**src/rtl/cell_bist.sv**
```systemverilog
// cell_bist: exhaustive BIST sequencer for one combinational standard cell.
// Define CELL_BIST_STOP_ON_FAIL_EN to end the run at the first mismatch.
module cell_bist #(
  parameter int                     NIN    = 1,
  parameter logic [(1<<NIN)-1:0]    TRUTH  = 2'b01,
  parameter int                     SETTLE = 1
) (
  input  logic           clk,
  input  logic           reset_n,
  input  logic           start,
  output logic [NIN-1:0] cell_in,
  input  logic           cell_out,
  output logic           busy,
  output logic           done,
  output logic           pass,
  output logic [NIN:0]   err_count,
  output logic           fail_valid,
  output logic [NIN-1:0] fail_vec,
  output logic           fail_got
);

  localparam int NV = 1 << NIN;
  localparam int SW = (SETTLE > 1) ? $clog2(SETTLE) : 1;
  localparam logic [SW-1:0]  SRELOAD = SW'(SETTLE - 1);
  localparam logic [NIN-1:0] VLAST   = NIN'(NV - 1);

  typedef enum logic [1:0] {
    S_IDLE,
    S_SETTLE,
    S_CHECK,
    S_DONE
  } state_t;

  state_t         state_q, state_d;
  logic [NIN-1:0] vec_q, vec_d;
  logic [NIN-1:0] cell_in_q, cell_in_d;
  logic [SW-1:0]  scnt_q, scnt_d;
  logic           busy_q, busy_d;
  logic           done_q, done_d;
  logic           pass_q, pass_d;
  logic [NIN:0]   err_q, err_d;
  logic           fvalid_q, fvalid_d;
  logic [NIN-1:0] fvec_q, fvec_d;
  logic           fgot_q, fgot_d;

  logic launch;
  logic mism;
  logic last;

  assign launch = start &&
                  (state_q == S_IDLE || state_q == S_DONE);
  // Case inequality so X/Z on the cell output counts as a failure.
  assign mism   = (cell_out !== TRUTH[vec_q]);
  assign last   = (vec_q == VLAST);

  always_ff @(posedge clk or negedge reset_n) begin
    if (!reset_n) begin
      state_q   <= S_IDLE;
      vec_q     <= '0;
      cell_in_q <= '0;
      scnt_q    <= '0;
      busy_q    <= 1'b0;
      done_q    <= 1'b0;
      pass_q    <= 1'b0;
      err_q     <= '0;
      fvalid_q  <= 1'b0;
      fvec_q    <= '0;
      fgot_q    <= 1'b0;
    end else begin
      state_q   <= state_d;
      vec_q     <= vec_d;
      cell_in_q <= cell_in_d;
      scnt_q    <= scnt_d;
      busy_q    <= busy_d;
      done_q    <= done_d;
      pass_q    <= pass_d;
      err_q     <= err_d;
      fvalid_q  <= fvalid_d;
      fvec_q    <= fvec_d;
      fgot_q    <= fgot_d;
    end
  end

  always_comb begin
    state_d = state_q;
    unique case (state_q)
      S_IDLE,
      S_DONE: begin
        if (start) state_d = S_SETTLE;
      end
      S_SETTLE: begin
        if (scnt_q == '0) state_d = S_CHECK;
      end
      S_CHECK: begin
`ifdef CELL_BIST_STOP_ON_FAIL_EN
        state_d = (mism || last) ? S_DONE : S_SETTLE;
`else
        state_d = last ? S_DONE : S_SETTLE;
`endif
      end
      default: state_d = S_IDLE;
    endcase
  end

  always_comb begin
    vec_d     = vec_q;
    cell_in_d = cell_in_q;
    scnt_d    = scnt_q;
    busy_d    = busy_q;
    done_d    = done_q;
    pass_d    = pass_q;
    err_d     = err_q;
    fvalid_d  = fvalid_q;
    fvec_d    = fvec_q;
    fgot_d    = fgot_q;
    if (launch) begin
      vec_d     = '0;
      cell_in_d = '0;
      scnt_d    = SRELOAD;
      busy_d    = 1'b1;
      done_d    = 1'b0;
      pass_d    = 1'b0;
      err_d     = '0;
      fvalid_d  = 1'b0;
      fvec_d    = '0;
      fgot_d    = 1'b0;
    end else if (state_q == S_SETTLE) begin
      if (scnt_q != '0) scnt_d = scnt_q - 1'b1;
    end else if (state_q == S_CHECK) begin
      if (mism) begin
        err_d = err_q + 1'b1;
        if (!fvalid_q) begin
          fvalid_d = 1'b1;
          fvec_d   = vec_q;
          fgot_d   = cell_out;
        end
      end
      // pass reflects this cycle's compare as well.
      if (state_d == S_DONE) begin
        busy_d = 1'b0;
        done_d = 1'b1;
        pass_d = (err_d == '0);
      end else begin
        vec_d     = vec_q + 1'b1;
        cell_in_d = vec_q + 1'b1;
        scnt_d    = SRELOAD;
      end
    end
  end

  assign cell_in    = cell_in_q;
  assign busy       = busy_q;
  assign done       = done_q;
  assign pass       = pass_q;
  assign err_count  = err_q;
  assign fail_valid = fvalid_q;
  assign fail_vec   = fvec_q;
  assign fail_got   = fgot_q;

endmodule

```
**config.mk**
```make
export PLATFORM = sky130hd
export DESIGN_NAME = cell_bist
export DESIGN_NICKNAME = d
export VERILOG_FILES = /design/src/rtl/cell_bist.sv
export SDC_FILE = /design/constraint.sdc
export NUM_CORES = 1
export LEC_CHECK = 0
export CAP_MARGIN = 20
export CORE_MARGIN = 2
export CORE_UTILIZATION = 43
export CTS_BUF_LIST = sky130_fd_sc_hd__clkbuf_16
export DETAILED_ROUTE_END_ITERATION = 12
export PLACE_DENSITY_LB_ADDON = 0.3
export SLEW_MARGIN = 20
export SYNTH_ARGS = -nofsm -noshare
export SYNTH_HDL_FRONTEND = slang
export SYNTH_SLANG_ARGS = --single-unit
```
**constraint.sdc**
```tcl
create_clock -name clk -period 1.8 [get_ports clk]
set_input_delay 0.36 -clock clk [delete_from_list [all_inputs] [get_ports clk]]
set_output_delay 0.36 -clock clk [all_outputs]
set_load 0.03 [all_outputs]
```
* Word level (Yosys, flattened, before mapping)
Cells that the tools add are included.
** Storage, ports and cells
- Bits of input ports :: 4
- Word-level logic and storage cells :: 86
- Register bits after elaboration :: 12
- Output and inout port bits :: 9
** Cells by class
- Add/sub/neg operators :: 3
- Magnitude comparators :: 1
- Reductions and logical operators :: 15
- Muxes and demuxes :: 48
- Equal/unequal tests :: 9
** Operator list (number)
- 1-bit two-way mux :: 37
- 2-bit two-way mux :: 10
- 3-bit AND reduction :: 3
- 2-bit == test (second input constant) :: 3
- 2-bit case mux with 3 select lines :: 1
- 2-bit nonzero test :: 3
- 2-bit logical NOT :: 2
- 2-bit inequality test (second input constant) :: 2
- 2-bit AND reduction :: 2
- 4-bit AND reduction :: 1
- 3-bit inequality test (second input constant) :: 1
- 3-bit nonzero test :: 1
- 2-bit by 1-bit adder with 2-bit output (second input constant) :: 1
- 2-bit by 1-bit == test with 1-bit output (second input constant) :: 1
- 1-bit by 2-bit < comparator with 1-bit output (second input constant) :: 1
- 2-bit by 1-bit inequality test with 1-bit output (second input constant) :: 1
- 2-bit OR reduction :: 1
- 1-bit adder (second input constant) :: 1
- 1-bit logical AND :: 1
- 1-bit logical OR :: 1
- 1-bit !== test :: 1
- 1-bit subtractor (second input constant) :: 1

* Longest topological paths before layout
Gate-level depths: netlist (run 1).
- Depth in word-level cells :: 12
- Mapped depth :: 7
- Depth with buffers taken out :: 6

* Worst setup path after synthesis (run 1)
No wires, ideal clock.
- Path type :: register to register
- Start point :: register state_q[0]
- End point :: register cell_in_q (netlist: cell_in)
- Clock period less this slack :: 1869 ps
- Slack :: -69 ps
- Data arrival time :: 1745 ps
- Required time :: 1675 ps
- Library setup time :: 125 ps
- Buffers on the path :: 1
- Cell stages (with the launch flop) :: 8
- Path through :: dfrtp_1 > inv_1 > ha_1 > a21oi_1 > or2_2 > clkbuf_2 > a21oi_2 > mux2_2
** Between the ends
- Cells in the longest elaborated chain, start to end :: 6
- Elaborated cells on any way between the ends :: 16
- Classes of those cells :: eq/ne (6); mux (4); reduce/logical (6)
** Ends and longest elaborated chain
- start: declaration :: RTL line 34 : state_t state_q, state_d;
- start signal: assignment :: RTL line 70 : state_q <= state_d;
- 2-bit == test / 2-bit logical NOT (equally long branches) :: RTL line 51, 86
- 2-bit OR reduction :: RTL line 86 : unique case (state_q)
- 2-bit case mux with 3 select lines :: RTL line 86
- 2-bit == test :: RTL line 139 : if (state_d == S_DONE) begin
- 2-bit inequality test (no source line)
- 3-bit AND reduction (no source line)
- end signal: assignment :: RTL line 72 : cell_in_q <= cell_in_d;
- end: declaration :: RTL line 36 : logic [NIN-1:0] cell_in_q, cell_in_d;
Parallel ways exist; a longest one is shown, timed or not.
A chain may end at the register's enable or synchronous reset.

* Final worst setup path (run 1)
- Start point :: register state_q[1]
- End point :: register busy_q (netlist: busy)
** Between the ends
- Cells in the longest elaborated chain, start to end :: 6
- Elaborated cells on any way between the ends :: 16
- Classes of those cells :: eq/ne (5); mux (4); reduce/logical (7)
** Ends and longest elaborated chain
- 2-bit == test / 2-bit logical NOT (equally long branches) :: RTL line 51, 86
- 2-bit OR reduction :: RTL line 86
- 2-bit case mux with 3 select lines :: RTL line 86
- 2-bit == test :: RTL line 139
- 2-bit nonzero test (no source line)
- 3-bit AND reduction (no source line)
- end signal: assignment :: RTL line 74 : busy_q <= busy_d;
- end: declaration :: RTL line 38 : logic busy_q, busy_d;
Parallel ways exist; a longest one is shown, timed or not.

==> flow_summary.toml, run 1 <==
[run_status]
outcome = "finished clean"

[clock_network]
numCtsBuffers = 3
cts_sinks = 11
cts_root_buf = "clkbuf_16"
cts_tree = "yes"
cts_setup_buffers = 0
clock_path_buffers = 2
clock_latency_ps = 240
clk_pin_slew_worst_paths_ps = 40
cts_htree_levels = 1

[yosys]
syn_inst = 65
ys.flop_type = "dfrtp_1"
synth-edff-count = 0
synth.distinct_cells = 27
syn_nets = 73
syn_avg_cell_area_um2 = 9.59
synth_area_um2 = 623
ys_warn_count = 0
synthArstFlopShare_pct = 100
synth_seq_area_share_pct = 44.2
synth-seq-cells = 11

[critical_path]
rrSetupSlack_ps = 50
r2r_cells = 5
setup.worst_path.class = "reg -> reg"
slowest_delay_ps = 420
rr_endpoint = "busy"
crit_chain = "ha_4 -> a21oi_1 -> or3_4 -> or2_4 -> a21o_1"
worstReg2RegStart = "state_q[1]"
critPathLaunchType = "flop"
crit_family = "simple AND/OR/NAND/NOR gates"
cp.arrival_ps = 1880
critical_path_buf_inv_count = 0
end_kind = "flop"
crit_path_top_delay_cell = "dfrtp_1"
path_max_fanout = 8
required_ps = 1920

[power]
ir_drop_uv = 1290
powerDensity_nw_per_um2 = 2260
p_leak_uw = 0.000391

[placed_design]
dpl.hpwl_um = 958
io_buffers = 12
gp_congestion = 0.845

[layout]
nNetsFinal = 95
drive_gt1_share_pct = 20.9
antennaDiodeCount = 0
final_core_utilization_pct = 67.1
layout_common_cells = "dfrtp_1 (11), clkdlybuf4s50_1 (11), nand2_1 (7), buf_4 (7)"
area_growth_syn_to_layout_pct = 43.6

[floorplan]
coreArea_um2 = 1330
rows = 13
die_h_um = 42.1
fp.dieArea_um2 = 1770
fp.dieW_um = 42.1
initial_core_util_pct = 46.7
ioPinCount = 13

[timing]
hold_violations = 0
finalCritPeriodShare_pct = 97.3
setup_viol = 0
fin_crit_ps = 1750
slew_headroom_pct = 65.2
maxSlewViolCount = 0
worst_pin_slew_ps = 521
skew_ps = 4.03
rsz0062_at_grt = "true"
timing.fmax_ghz = 0.571
setup_tns_ps = 0

[drt]
drt_first_pass_iters = 4
avgViaCountPerCell = 5.60
drc = 0
wl_per_cell_um = 14.1
drtIter0Drc = 23
vias = 566
ant_nets = 0
drt-total-wl_um = 1420

[global_route]
antenna_found_initial = 0
grt_util_all_layers_pct = 18.5
grt_overflow_total = 0
grt_pass1_wl_um = 2430
grt_pass1_vias = 539
grt_max_degree = 12

[run]
maxCapViolations = 0

[hold_path]
hold_class = "in -> async"
-- power breakdown --
part	leakage, µW	switching, µW	total (µW)	internal (µW)
Combinational	0.000215	601	1120	521
Sequential	0.000134	126	493	366
Clock	0.0000423	116	408	292
Total	0.000391	843	2020	1180
-- metal layers --
metal / up-vias / GRT usage [%] / part of all wire, %
li1: 273 / - / -
met3: 3 / 4.74 / 5.5
met5: - / 0 / 0
met2: 23 / 30.9 / 51
met1: 267 / 21.7 / 42
met4: 0 / 9.38 / 1.5
-- final cells by class --
cell class / count / area (µm²)
fill: 110 / 439
clock buffer: 3 / 75.1
sequential: 11 / 275
multi-input combinational: 47 / 332
clock inverter: 1 / 3.75
inverter: 5 / 18.8
tap: 15 / 18.8
timing repair buffer: 19 / 171
-- synth_stat cells (all sizes together) (2+ instances only) --
cell type  number  share of area [%]
o22ai           2                2.0
o221ai          2                2.8
o31ai           2                2.4
nand2           7                4.2
a21oi           6                5.4
inv             5                3.0
o21ai           4                3.2
ha              4                8.0
or2             2                2.4
nor2            5                3.0
dfrtp          11                 44
o21a            2                2.4
-- repair_timing --
item | CTS | global route
resized for setup | 1 | 2
pin swaps | 0 | 0
hold endpoints to repair | 0 | 0
setup endpoints to repair | 1 | 2
hold buffers | 0 | 0
-- how the worst max path moves through the flow --
stage | slack (ps) | cells after the start | to | from
floorplan | 7 | 6 | busy | state_q[0]
global placement | -70 | 5 | busy | start
detailed placement | -100 | 5 | busy | start
CTS | 30 | 6 | busy | state_q[0]
global route | -5 | 5 | busy | state_q[1]
finish | 50 | 5 | busy | state_q[1]
-- stage by stage --
step	hold slack [ps]	worst slack (ps)	power, µW	area [µm²]	std cells
floorplan	64.4	6.74	1190	636	65
global placement	468	-72.6	1580	817	97
detailed placement	507	-98.5	1600	817	97
CTS	483	26.6	2020	895	101
global route	521	-5.15	2150	895	101
finish	467	48.0	2020	895	101
-- cell families (layout without fill, tap and decap cells) --
kind of cell    Yosys count  after routing  synth area share (%)
fa+ha+maj                 4              4                  8.03
flops                    11             11                  44.2
xor+xnor                  2              2                  2.81
buf+inv                   7             28                  4.62
mux                       1              1                  1.81
simple gates             19             19                  16.1
compound gates           21             21                  22.5
-- flip-flops by register name (all words and copies together), names as in the netlist --
signal      flops
busy            1
cell_in         1
done            1
err_count       2
fail_got        1
fail_valid      1
fail_vec        1
pass            1
state_q         2
Power figures use the tool's default switching activity.
==> run 2: changes to the inputs <==
--- a/config.mk
+++ b/config.mk
@@ -10,6 +10,7 @@
 export CORE_UTILIZATION = 43
 export CTS_BUF_LIST = sky130_fd_sc_hd__clkbuf_16
 export DETAILED_ROUTE_END_ITERATION = 12
+export GPL_TIMING_DRIVEN = 0
 export PLACE_DENSITY_LB_ADDON = 0.3
 export SLEW_MARGIN = 20
 export SYNTH_ARGS = -nofsm -noshare
==> flow_summary.toml, run 2 (same netlist as run 1, synthesis figures left out) <==
[timing]
timing.fmax_ghz = 0.570
rsz0062_at_grt = "true"
slew_headroom_pct = 66.8
setup_viol = 0
worst_pin_slew_ps = 497
maxSlewViolCount = 0
finalCritPeriodShare_pct = 97.5
setup_tns_ps = 0
skew_ps = 1.12
fin_crit_ps = 1750
hold_violations = 0

[critical_path]
critPathLaunchType = "flop"
end_kind = "flop"
rr_endpoint = "busy"
r2r_cells = 5
path_max_fanout = 8
setup.worst_path.class = "reg -> reg"
startpoint = "state_q[1]"
required_ps = 1930
rrSetupSlack_ps = 50
cp.arrival_ps = 1880
endpoint = "busy"
worstReg2RegStart = "state_q[1]"

[clock_network]
numCtsBuffers = 3
clock_latency_ps = 230
clock_path_buffers = 2
clk_pin_slew_worst_paths_ps = 40
cts_sinks = 11
hold_buffers = 0
cts_tree = "yes"
cts_htree_levels = 1
cts_root_buf = "clkbuf_16"

[floorplan]
coreArea_um2 = 1330
initial_core_util_pct = 46.7
ioPinCount = 13
fp.dieW_um = 42.1
die_h_um = 42.1
rows = 13
fp.dieArea_um2 = 1770

[drt]
drtIter0Drc = 13
drc = 0
avgViaCountPerCell = 5.34
vias = 529
ant_nets = 0
drt_first_pass_iters = 4
wl_per_cell_um = 12.4
drt-total-wl_um = 1230

[run_status]
outcome = "finished clean"

[global_route]
grt_util_all_layers_pct = 15.4
grt_pass1_vias = 456
grt_overflow_total = 0
grt_pass1_wl_um = 2010
grt_max_degree = 12
antenna_found_initial = 0

[power]
seqPwrFrac_pct = 23.7
powerDensity_nw_per_um2 = 2240
p_sw_uw = 805
p_clk_share_pct = 20.0
p_leak_uw = 0.000379
pwr-share-comb_pct = 56.4
ir_drop_uv = 1150
p_int_uw = 1170
switching_share_pct = 40.7

[layout]
nNetsFinal = 93
area_growth_syn_to_layout_pct = 41.6
finalInstanceArea_um2 = 882
antennaDiodeCount = 0
final_common_cell = "clkdlybuf4s50_1"
layout_common_cells = "clkdlybuf4s50_1 (12), dfrtp_1 (10), nand2_1 (7)"
drive_gt1_share_pct = 20.2

[placed_design]
placed_area_um2 = 774
io_buffers = 12
gp_congestion = 0.819
dpl.hpwl_um = 843

[hold_path]
hold_class = "in -> async"

[run]
maxCapViolations = 0
==> run 2: changes by cell type in the layout (fill, tap and decap cells not counted) <==
cell             change
buf_4                -3
buf_2                +1
clkdlybuf4s50_1      +1
dfrtp_1              -1
dfrtp_2              +1
dlygate4sd2_1        -1
o21ai_0              +1
o21ai_1              -1
or2_2                -1
or2_4                +1
==> run 2: cell type report <==
type	instances	area (µm²)
buffer	1	5.00
clock buffer	3	75.1
clock inverter	1	3.75
fill	113	452
inverter	5	18.8
multi-input combinational	47	334
sequential	11	277
tap	15	18.8
timing repair buffer	16	150
==> run 2: stage by stage <==
| stage | cells | worst slack, ps | power, µW | hold slack, ps | utilization, % |
|---|---|---|---|---|---|
| floorplan | 65 | 6.74 | 1190 | 64.4 | - |
| global placement | 92 | -256 | 1490 | 463 | 58.1 |
| detailed placement | 92 | -246 | 1500 | 470 | 58.1 |
| CTS | 96 | 9.81 | 1920 | 479 | 64.2 |
| global route | 99 | -16.9 | 2130 | 513 | 66.1 |
| finish | 99 | 45.2 | 1980 | 462 | 66.1 |
==> run 2: routing by layer <==
| metal | up-vias | GRT usage (%) | share of wire, % |
|---|---|---|---|
| met5 | - | 0 | 0 |
| met4 | 0 | 5.63 | 1.1 |
| met3 | 2 | 6.47 | 5.8 |
| met2 | 16 | 23.8 | 46 |
| met1 | 244 | 19.3 | 47 |
| li1 | 267 | - | - |
==> run 2: worst max-delay path, cell delays in order, from the launching register on <==
cell and delay, ps:
dfrtp_2 430, ha_4 280, and2_4 150, or3_4 390, or2_4 240, a21o_1 150
==> run 2: power by group through the flow <==
stage	Clock (µW)	Sequential, µW	Combinational (µW)
finish	395	468	1110
CTS	402	466	1050
detailed placement	0	473	1030
global route	415	489	1220
floorplan	0	645	550
global placement	0	469	1020
==> run 2: repair_timing <==
action                                  in CTS  in global routing
endpoints found under the setup margin       4                  2
gates resized for setup                      1                  2
buffers inserted                             1                  3
pin swaps                                    0                  4
==> run 2: worst min-delay path by stage <==
stage | to | startpoint | depth (start not counted) | slack, ps
after floorplan | busy | reset_n | 0 | 60
after global placement | busy | busy | 1 | 460
after detailed placement | busy | busy | 1 | 470
after CTS | busy | busy | 1 | 480
after global routing | busy | busy | 1 | 510
final | err_count[1] | reset_n | 1 | 460
==> run 3: changes to the inputs <==
--- a/config.mk
+++ b/config.mk
@@ -12,7 +12,6 @@
 export DETAILED_ROUTE_END_ITERATION = 12
 export GPL_TIMING_DRIVEN = 0
 export PLACE_DENSITY_LB_ADDON = 0.3
-export SLEW_MARGIN = 20
 export SYNTH_ARGS = -nofsm -noshare
 export SYNTH_HDL_FRONTEND = slang
 export SYNTH_SLANG_ARGS = --single-unit
==> results of run 3 <==
Final layout, timing and power as in run 2 (identical DEF).
